### config.mk
export PLATFORM = sky130hd
export DESIGN_NAME = window_buffer
export DESIGN_NICKNAME = d
export VERILOG_FILES = /design/src/rtl/window_pkg.sv /design/src/rtl/window_buffer_line_ram.sv /design/src/rtl/window_buffer.sv
export SDC_FILE = /design/constraint.sdc
export NUM_CORES = 1
export LEC_CHECK = 0
export ABC_CLOCK_PERIOD_IN_PS = 5400
export CAP_MARGIN = 40
export CORE_AREA = 2 2 112 125
export DETAILED_ROUTE_END_ITERATION = 10
export DIE_AREA = 0 0 114 127
export DONT_BUFFER_PORTS = 1
export PLACE_DENSITY = 0.78
export RECOVER_POWER = 100
export SETUP_SLACK_MARGIN = 0.3
export SLEW_MARGIN = 20
export SYNTH_ARGS = -nofsm -noshare
export SYNTH_HDL_FRONTEND = slang
export SYNTH_HIERARCHICAL = 1
export SYNTH_SLANG_ARGS = --single-unit
### constraint.sdc
create_clock -name i_clk -period 5.4 [get_ports i_clk]
set_input_delay 0.81 -clock i_clk [delete_from_list [all_inputs] [get_ports i_clk]]
set_output_delay 0.81 -clock i_clk [all_outputs]
set_load 0.02 [all_outputs]
### src/rtl/window_pkg.sv
// Shared constants and helpers for the streaming K x K window generator.
// Holds the default geometry, the windows-per-frame count and the
// geometry legality test used when the window buffer is elaborated.
package window_pkg;

  localparam int DEF_DATA_W = 8;
  localparam int DEF_IMG_W  = 5;
  localparam int DEF_IMG_H  = 5;
  localparam int DEF_K      = 3;

  // Number of fully in-image K x K windows in one img_w x img_h frame.
  function automatic int windows_per_frame(input int img_w, input int img_h, input int k);
    return (img_h - k + 1) * (img_w - k + 1);
  endfunction

  // A window must fit inside the image and be at least 2 x 2.
  function automatic bit dims_ok(input int img_w, input int img_h, input int k);
    return (k >= 2) && (k <= img_w) && (k <= img_h);
  endfunction

  // Counter/address width for a 0..n-1 range, never narrower than 1 bit.
  function automatic int cnt_w(input int n);
    return (n > 1) ? $clog2(n) : 1;
  endfunction

endpackage

### src/rtl/window_buffer_line_ram.sv
// One image-row line memory: a single write port and an asynchronous read
// port sharing one address. A read in the same cycle as a write to that
// address returns the previously stored value.
module line_ram
  import window_pkg::*;
#(
  parameter int DEPTH  = DEF_IMG_W,
  parameter int DATA_W = DEF_DATA_W,
  localparam int AW    = cnt_w(DEPTH)
) (
  input  logic              i_clk,
  input  logic              i_we,
  input  logic [AW-1:0]     i_addr,
  input  logic [DATA_W-1:0] i_wdata,
  output logic [DATA_W-1:0] o_rdata
);

  logic [DATA_W-1:0] r_mem [DEPTH];

  // Row storage; contents are never reset and are overwritten before use.
  always_ff @(posedge i_clk) begin
    if (i_we) begin
      r_mem[i_addr] <= i_wdata;
    end
  end

  assign o_rdata = r_mem[i_addr];

endmodule

### src/rtl/window_buffer.sv
// Streaming K x K sliding-window generator. Pixels arrive in raster order,
// K-1 line memories keep the previous rows, and a K x K register holds the
// current window. Every fully in-image window is emitted one cycle after
// the pixel that completes it.
module window_buffer
  import window_pkg::*;
#(
  parameter int DATA_W = DEF_DATA_W,
  parameter int IMG_W  = DEF_IMG_W,
  parameter int IMG_H  = DEF_IMG_H,
  parameter int K      = DEF_K
) (
  input  logic              i_clk,
  input  logic              i_rst,
  input  logic              i_enb,
  input  logic              i_sof,
  input  logic [DATA_W-1:0] i_data,
  output logic              o_valid,
  output logic [DATA_W-1:0] o_data [K*K],
  output logic              o_last
);

  localparam int CW = cnt_w(IMG_W);
  localparam int RW = cnt_w(IMG_H);

  localparam logic [CW-1:0] COL_LAST = CW'(IMG_W - 1);
  localparam logic [RW-1:0] ROW_LAST = RW'(IMG_H - 1);
  localparam logic [CW-1:0] COL_WIN0 = CW'(K - 1);
  localparam logic [RW-1:0] ROW_WIN0 = RW'(K - 1);

  if (!dims_ok(IMG_W, IMG_H, K)) begin : g_bad_dims
    $error("window_buffer: K must be >= 2 and no larger than IMG_W or IMG_H");
  end

  logic [CW-1:0]     r_col;
  logic [RW-1:0]     r_row;

  logic              w_acc_p0;
  logic [CW-1:0]     w_col_p0;
  logic [RW-1:0]     w_row_p0;
  logic              w_done_p0;
  logic              w_last_p0;
  logic [DATA_W-1:0] w_rd_p0     [K-1];
  logic [DATA_W-1:0] w_newcol_p0 [K];
  logic [DATA_W-1:0] w_win_nxt   [K][K];
  logic [DATA_W-1:0] r_win       [K][K];

  logic              r_vld_p1;
  logic              r_last_p1;
  logic [DATA_W-1:0] r_data_p1   [K*K];

  // ---- stage p0: accept pixel, resolve its position, read line memories ----
  // Reset wins over a pixel strobe in the same cycle.
  assign w_acc_p0 = i_enb & ~i_rst;

  // A start-of-frame pixel is always (0,0), whatever the counters say.
  assign w_col_p0 = i_sof ? '0 : r_col;
  assign w_row_p0 = i_sof ? '0 : r_row;

  assign w_done_p0 = w_acc_p0 && (w_row_p0 >= ROW_WIN0) && (w_col_p0 >= COL_WIN0);
  assign w_last_p0 = w_done_p0 && (w_row_p0 == ROW_LAST) && (w_col_p0 == COL_LAST);

  // Memory 0 holds the oldest row; memory K-2 holds the row just above.
  // Each memory hands its old value up the chain to the memory above it.
  for (genvar g = 0; g < K - 1; g++) begin : g_line
    logic [DATA_W-1:0] w_wdata;

    if (g == K - 2) begin : g_newest
      assign w_wdata = i_data;
    end else begin : g_older
      assign w_wdata = w_rd_p0[g+1];
    end

    line_ram #(
      .DEPTH  (IMG_W),
      .DATA_W (DATA_W)
    ) u_ram (
      .i_clk   (i_clk),
      .i_we    (w_acc_p0),
      .i_addr  (w_col_p0),
      .i_wdata (w_wdata),
      .o_rdata (w_rd_p0[g])
    );

    assign w_newcol_p0[g] = w_rd_p0[g];
  end

  assign w_newcol_p0[K-1] = i_data;

  // Next window: shift every row one column left and append the new column.
  always_comb begin
    for (int i = 0; i < K; i++) begin
      for (int j = 0; j < K - 1; j++) begin
        w_win_nxt[i][j] = r_win[i][j+1];
      end
      w_win_nxt[i][K-1] = w_newcol_p0[i];
    end
  end

  // Window shift register; data only, advanced on every accepted pixel.
  always_ff @(posedge i_clk) begin
    if (w_acc_p0) begin
      r_win <= w_win_nxt;
    end
  end

  // Raster position of the next pixel; wraps to (0,0) after the frame end.
  always_ff @(posedge i_clk) begin
    if (i_rst) begin
      r_col <= '0;
      r_row <= '0;
    end else if (i_enb) begin
      if (w_col_p0 == COL_LAST) begin
        r_col <= '0;
        r_row <= (w_row_p0 == ROW_LAST) ? '0 : w_row_p0 + 1'b1;
      end else begin
        r_col <= w_col_p0 + 1'b1;
        r_row <= w_row_p0;
      end
    end
  end

  // ---- stage p1: registered window output ----
  // Window data is only reloaded on a completed window so it holds otherwise.
  always_ff @(posedge i_clk) begin
    if (i_rst) begin
      r_vld_p1  <= 1'b0;
      r_last_p1 <= 1'b0;
      for (int n = 0; n < K * K; n++) begin
        r_data_p1[n] <= '0;
      end
    end else begin
      r_vld_p1  <= w_done_p0;
      r_last_p1 <= w_last_p0;
      if (w_done_p0) begin
        for (int i = 0; i < K; i++) begin
          for (int j = 0; j < K; j++) begin
            r_data_p1[i*K+j] <= w_win_nxt[i][j];
          end
        end
      end
    end
  end

  assign o_valid = r_vld_p1;
  assign o_last  = r_last_p1;
  assign o_data  = r_data_p1;

endmodule

==> out/metrics.yaml, run 1 <==
outcome: "finished with violations"
failed_checks: "capacitance limit, slew limit"
grt_usage_pct: 18.20
min_to: "r_win[5]"
arrival_ns: 3.89
path_class: "input pin to register"
setup-violations-final: 0
synthArstFlopShare_pct: 0
synth_cell_type_count: 36
drt-pass1-iter-count: 4
fp.dieArea_um2: 14480
synth_top_flop_cell: "edfxtp_1"
worstHoldStart: "i_data[5]"
min_period_ns: 3.736
clock_skew_ns: 0.01438
post-place-ws_ns: 2.163
fin_crit_sh_pct: 69.18
p_per_area_nw_per_um2: 365.3
numPlacedInstances: 647
grt_first_pass_wirelength_um: 20850
row_count: 44
maxCapViolCount: 1
drt-met1-wl_um: 5605
grt-ovfl-total: 0
ir_drop_mv: 0.2846
final_common_cell: "edfxtp_1"
synth_edf_count: 128
switching_share_pct: 19.81
slew_violations: 26
power.share.clock_pct: 42.4
root_buffer: "clkbuf_16"
worstRegToRegCells: 5
rsz0062_at_grt: "false"
io_buffers: 0
cts.path.max_buffers: 3
postCtsSetupBuffers: 0
regToRegStartpoint: "r_col[2]"
crit_path_max_incr_delay_ns: 1.56
critPathSlowestCell: "nor2_1"
tightestPinTransition_ns: 2.132
syn-num-nets: 521
die_w_um: 114
rrSetupSlack_ns: 2.10
diodes: 0
ios: 86
cts_num_sinks: 208
setup_tns_ns: 0
power_frac_comb_pct: 2.1
post-dp-hpwl_um: 8261
power_leakage_nw: 3.080
path_buf_inv: 3
mostFrequentLayoutCells: "edfxtp_1, dfxtp_1, nor2b_1"
timing.fmax_ghz: 0.2677
start_util_pct: 62.20
antenna_left: 0
synth_area_per_cell_um2: 16.11
drive_above_1_share_pct: 8.555
routed.top_layer: "met4"
multiInputGateArea_um2: 2150
path_clk_slew_ns: 0.06
dr_wl_met3_um: 793
vias: 3924
rr_endpoint: "o_data[29]"
gp_congestion: 0.8161
hold_viol_final: 0
drt_wl_total_um: 13320
p_int_mw: 2.495
die_h_um: 127
regArea_um2: 5445
nets: 526
grt_max_degree: 83
slew_headroom_pct: -42.67
cp_common_cell: "nor2_1"
synth_cells: 506
utilization_pct: 65.02
met2_wirelength_um: 6686
p_seq_share_pct: 55.5
stdcell_count: 687
critical_path.startpoint_type: "input pin"
wire_per_inst_um: 19.39
critPathRequiredTime_ns: 5.56
insertion_delay_ns: 0.49
syn_area_um2: 8150
critPathTopFamily: "simple AND/OR/NAND/NOR gates"
endpoint_kind: "register"
nFillCells: 949
holdPathStages: 0
worst_slack_ns: 1.664
cts_tree: "yes"
hold_path_class: "input pin to register"
first_iter_violations: 270
cts-buffers-inserted: 21
p_sw_mw: 0.6165
holdWs_ns: 0.4126
cp_cell_sequence: "inv_1, nor2_1, buf_4, nand2_1, nor2_1, clkbuf_1"
ys_seq_area_share_pct: 66.81
grt_pass1_vias: 4045
cts_hold_buf: 0
ys_seq_elements: 208
antenna_found_initial: 0
core_area_um2: 13100
yosys_warnings: 6
path_max_fanout: 28
viasPerCell: 5.712
drc_errors: 0
htree_levels: 1
synthToLayoutAreaGrowth_pct: 4.529
ctsResizeCount: 0
==> logic make-up (layout without fill, tap and decap cells) <==
group / count (synthesis) / after routing / synth area share, %
mux: 105 / 105 / 17.18
compound gates: 29 / 29 / 2.702
flops: 208 / 208 / 66.81
simple gates: 128 / 128 / 9.165
buf+inv: 33 / 53 / 3.684
fa+ha+maj: 3 / 3 / 0.4606
==> cells in the mapped netlist, drive strengths merged, types with 5 or more instances <==
cell / instances / area [um^2]
buf: 19 / 247.7
a21oi: 5 / 25.02
edfxtp: 128 / 3844
nor2: 15 / 56.30
clkbuf: 9 / 33.78
mux2: 72 / 1070
nand2b: 7 / 51.30
dfxtp: 80 / 1602
nand2: 20 / 75.07
o221ai: 16 / 140.1
inv: 5 / 18.77
mux2i: 33 / 330.3
nor2b: 73 / 456.7
==> power by group through the flow <==
stage          Clock (mW)  Sequential [mW]  Combinational, mW
6_report             1.32             1.73             0.0651
3_5_place_dp            0             1.76             0.0674
5_1_grt              1.41             1.73             0.0705
3_3_place_gp            0             1.76             0.0650
2_1_floorplan           0             1.76             0.0594
4_1_cts              1.35             1.73             0.0674
==> how the worst max path moves through the flow <==
stage                     cells past startpoint     start                          end
after detailed placement                      5     i_sof  g_line[0].u_ram/r_mem[3][7]
after CTS                                     5  r_col[2]                   o_data[29]
after floorplan                               5     i_rst  g_line[0].u_ram/r_mem[4][0]
final                                         6     i_enb  g_line[1].u_ram/r_mem[1][7]
after global routing                          4     i_enb  g_line[0].u_ram/r_mem[4][6]
after global placement                        7     i_sof                   o_data[42]
==> metal layers <==
layer,GRT usage [%],up-vias
li1,-,1849
met1,22.98,1930
met2,31.41,121
met3,4.269,24
met4,5.380,0
met5,0,-
==> final cells by class <==
class	count	share of cell area [%]
Tap cell	161	2.365
Clock inverter	13	0.8518
Multi-Input combinational cell	265	25.23
Inverter	5	0.2203
Clock buffer	25	6.697
Sequential cell	208	63.92
Timing Repair Buffer	10	0.7196
==> through the flow <==
stage / power [mW] / cell area (um^2)
finish: 3.112 / 8519
global route: 3.207 / 8519
CTS: 3.143 / 8811
detailed placement: 1.830 / 8168
global placement: 1.826 / 8152
floorplan: 1.819 / 8150
==> state kept, by name (all words and copies together) (netlist names) <==
signal / cells
g_line.u_ram/r_mem: 80
r_row: 3
o_data: 72
o_valid: 1
o_last: 1
r_col: 3
r_win: 48
No activity file was read; power rests on OpenSTA's default activity.
==> inputs of run 2 (changes only) <==
ABC_CLOCK_PERIOD_IN_PS = 3850   (was 5400)
clock period = 3.85 ns   (was 5.4 ns; I/O delays follow)
==> run 2 against run 1 <==
- the run still ends with capacitance limit, slew limit left
- sequential power up 40%
- critical path depth down 1
- count of clock-buffer cells in the layout rose by 8
- critical path type is now register to register
==> out/metrics.yaml, run 2 (same netlist as run 1, synthesis figures left out) <==
root_buffer: "clkbuf_16"
start_util_pct: 62.20  # unchanged
gp_congestion: 0.7861  # -3.7%
endpoint_kind: "register"
ios: 86  # unchanged
switching_share_pct: 18.95  # -0.87 points
p_int_mw: 3.594  # +44%
regArea_um2: 5445  # unchanged
rr_endpoint: "g_line[0].u_ram/r_mem[3][2]"
arrival_ns: 3.11  # -0.78 ns
crit_path_max_incr_delay_ns: 0.78  # -0.78 ns
nFillCells: 1002  # +5.6%
p_per_area_nw_per_um2: 520.6  # +43%
drt_wl_total_um: 13730  # +3.1%
hold_viol_final: 0  # unchanged
drt-pass1-iter-count: 4  # unchanged
rsz0062_at_grt: "false"
total_power_mw: 4.434  # +43%
grt_max_degree: 83  # unchanged
cts-buffers-inserted: 21  # unchanged
drc_errors: 0  # unchanged
nets: 524  # -0.38%
post-dp-hpwl_um: 8455  # +2.4%
path_buf_inv: 2  # -1
synthToLayoutAreaGrowth_pct: 4.513  # about the same
diodes: 0  # unchanged
viasPerCell: 5.829  # +2.1%
clock_skew_ns: 0.01234  # -0.002033 ns
cts.path.max_buffers: 3  # unchanged
mostFrequentLayoutCells: "edfxtp_1, dfxtp_1, nor2b_1"
wire_per_inst_um: 20.04  # +3.4%
grt_usage_pct: 18.91  # +0.72 points
final_common_cell: "edfxtp_1"
fp.dieArea_um2: 14480  # unchanged
vias: 3993  # +1.8%
postCtsSetupBuffers: 0  # unchanged
grt_first_pass_wirelength_um: 21510  # +3.2%
power.share.clock_pct: 43.2  # +0.8 points
min_to: "r_row[0]"
timing.fmax_ghz: 0.3335
antenna_left: 0  # unchanged
critPathTopFamily: "buffers and inverters"
io_buffers: 0  # unchanged
p_sw_mw: 0.8402  # +36%
drive_above_1_share_pct: 7.252  # -1.3 points
die_w_um: 114  # unchanged
antenna_found_initial: 0  # unchanged
critPathRequiredTime_ns: 3.96  # -1.60 ns
worstHoldStart: "i_rst"
outcome: "finished with violations"
regToRegStartpoint: "r_col[0]"
ctsResizeCount: 0  # unchanged
p_seq_share_pct: 54.7  # -0.8 points
cts_tree: "yes"
path_max_fanout: 17  # -39%
rrSetupSlack_ns: 0.85  # -1.25 ns
multiInputGateArea_um2: 2153  # +0.17%
insertion_delay_ns: 0.49  # about the same
largest-register: "g_line.u_ram/r_mem"
core_area_um2: 13100  # unchanged
setup-violations-final: 0  # unchanged
cp.depth: 5  # -1
failed_checks: "capacitance limit, slew limit"
path_class: "register to register"
path_clk_slew_ns: 0.06  # about the same
first_iter_violations: 230  # -15%
hold_path_class: "input pin to register"
setup_tns_ns: 0  # unchanged
min_period_ns: 2.998
maxCapViolCount: 1  # unchanged
critical_path.startpoint_type: "register"
grt-ovfl-total: 0  # unchanged
holdWs_ns: 0.1705  # -0.2421 ns
cts_num_sinks: 208  # unchanged
power_frac_comb_pct: 2.1  # about the same
cp_cell_sequence: "nand2b_1, inv_1, clkbuf_1, nand2_1, nor2_1"
ir_drop_mv: 0.2983  # +4.8%
largest_register_ffs: 80  # unchanged
worstRegToRegCells: 5  # unchanged
die_h_um: 127  # unchanged
critPathSlowestCell: "clkbuf_1"
slew_violations: 20  # -23%
grt_pass1_vias: 4102  # +1.4%
htree_levels: 1  # unchanged
holdPathStages: 1  # +1
power_leakage_nw: 3.092  # +0.39%
cts_hold_buf: 0  # unchanged
fin_crit_sh_pct: 77.88
slew_headroom_pct: -15.51  # +27 points
row_count: 44  # unchanged
utilization_pct: 65.01  # about the same
tightestPinTransition_ns: 1.726  # -0.4059 ns
-- run 2: stage by stage --
step                      std cells  setup slack, ns  instance area (um^2)
final                           685           0.8518                  8518
after detailed placement        647            1.084                  8147
after floorplan                 506           0.7888                  8158
after CTS                       685            1.275                  8808
after global routing            685           0.6342                  8518
after global placement          647            1.216                  8147
-- run 2: how the worst max path moves through the flow --
stage              from                          end  slack, ns
6_report       r_col[0]  g_line[0].u_ram/r_mem[3][2]       0.85
4_1_cts        r_col[2]                   o_data[30]       1.28
5_1_grt        r_col[0]  g_line[0].u_ram/r_mem[3][2]       0.63
2_1_floorplan     i_rst  g_line[0].u_ram/r_mem[4][0]       0.79
3_3_place_gp      i_sof                   o_data[26]       1.22
3_5_place_dp      i_sof                   o_data[26]       1.08
-- run 2: layout make-up --
| type | instances | area share (%) |
|---|---|---|
| Multi-Input combinational cell | 265 | 25.28 |
| Sequential cell | 208 | 63.92 |
| Inverter | 5 | 0.2203 |
| Tap cell | 161 | 2.365 |
| Timing Repair Buffer | 8 | 0.4407 |
| Clock buffer | 33 | 7.168 |
| Clock inverter | 5 | 0.6022 |
-- run 2: power groups by stage --
| stage | sequential, mW | clock, mW | combinational [mW] |
|---|---|---|---|
| after global routing | 2.43 | 2.04 | 0.0986 |
| after CTS | 2.43 | 1.96 | 0.0943 |
| after floorplan | 2.47 | 0 | 0.0842 |
| after detailed placement | 2.47 | 0 | 0.0935 |
| final | 2.43 | 1.92 | 0.0910 |
| after global placement | 2.47 | 0 | 0.0898 |
-- run 2: metal layers --
layer | global-route usage [%] | wire length [um] | up-vias | part of all wire, %
li1 | - | - | 1841 | -
met1 | 23.09 | 5462 | 2004 | 40
met2 | 32.98 | 7204 | 125 | 52
met3 | 4.317 | 808 | 23 | 5.9
met4 | 6.815 | 252 | 0 | 1.8
met5 | 0 | 0 | - | 0
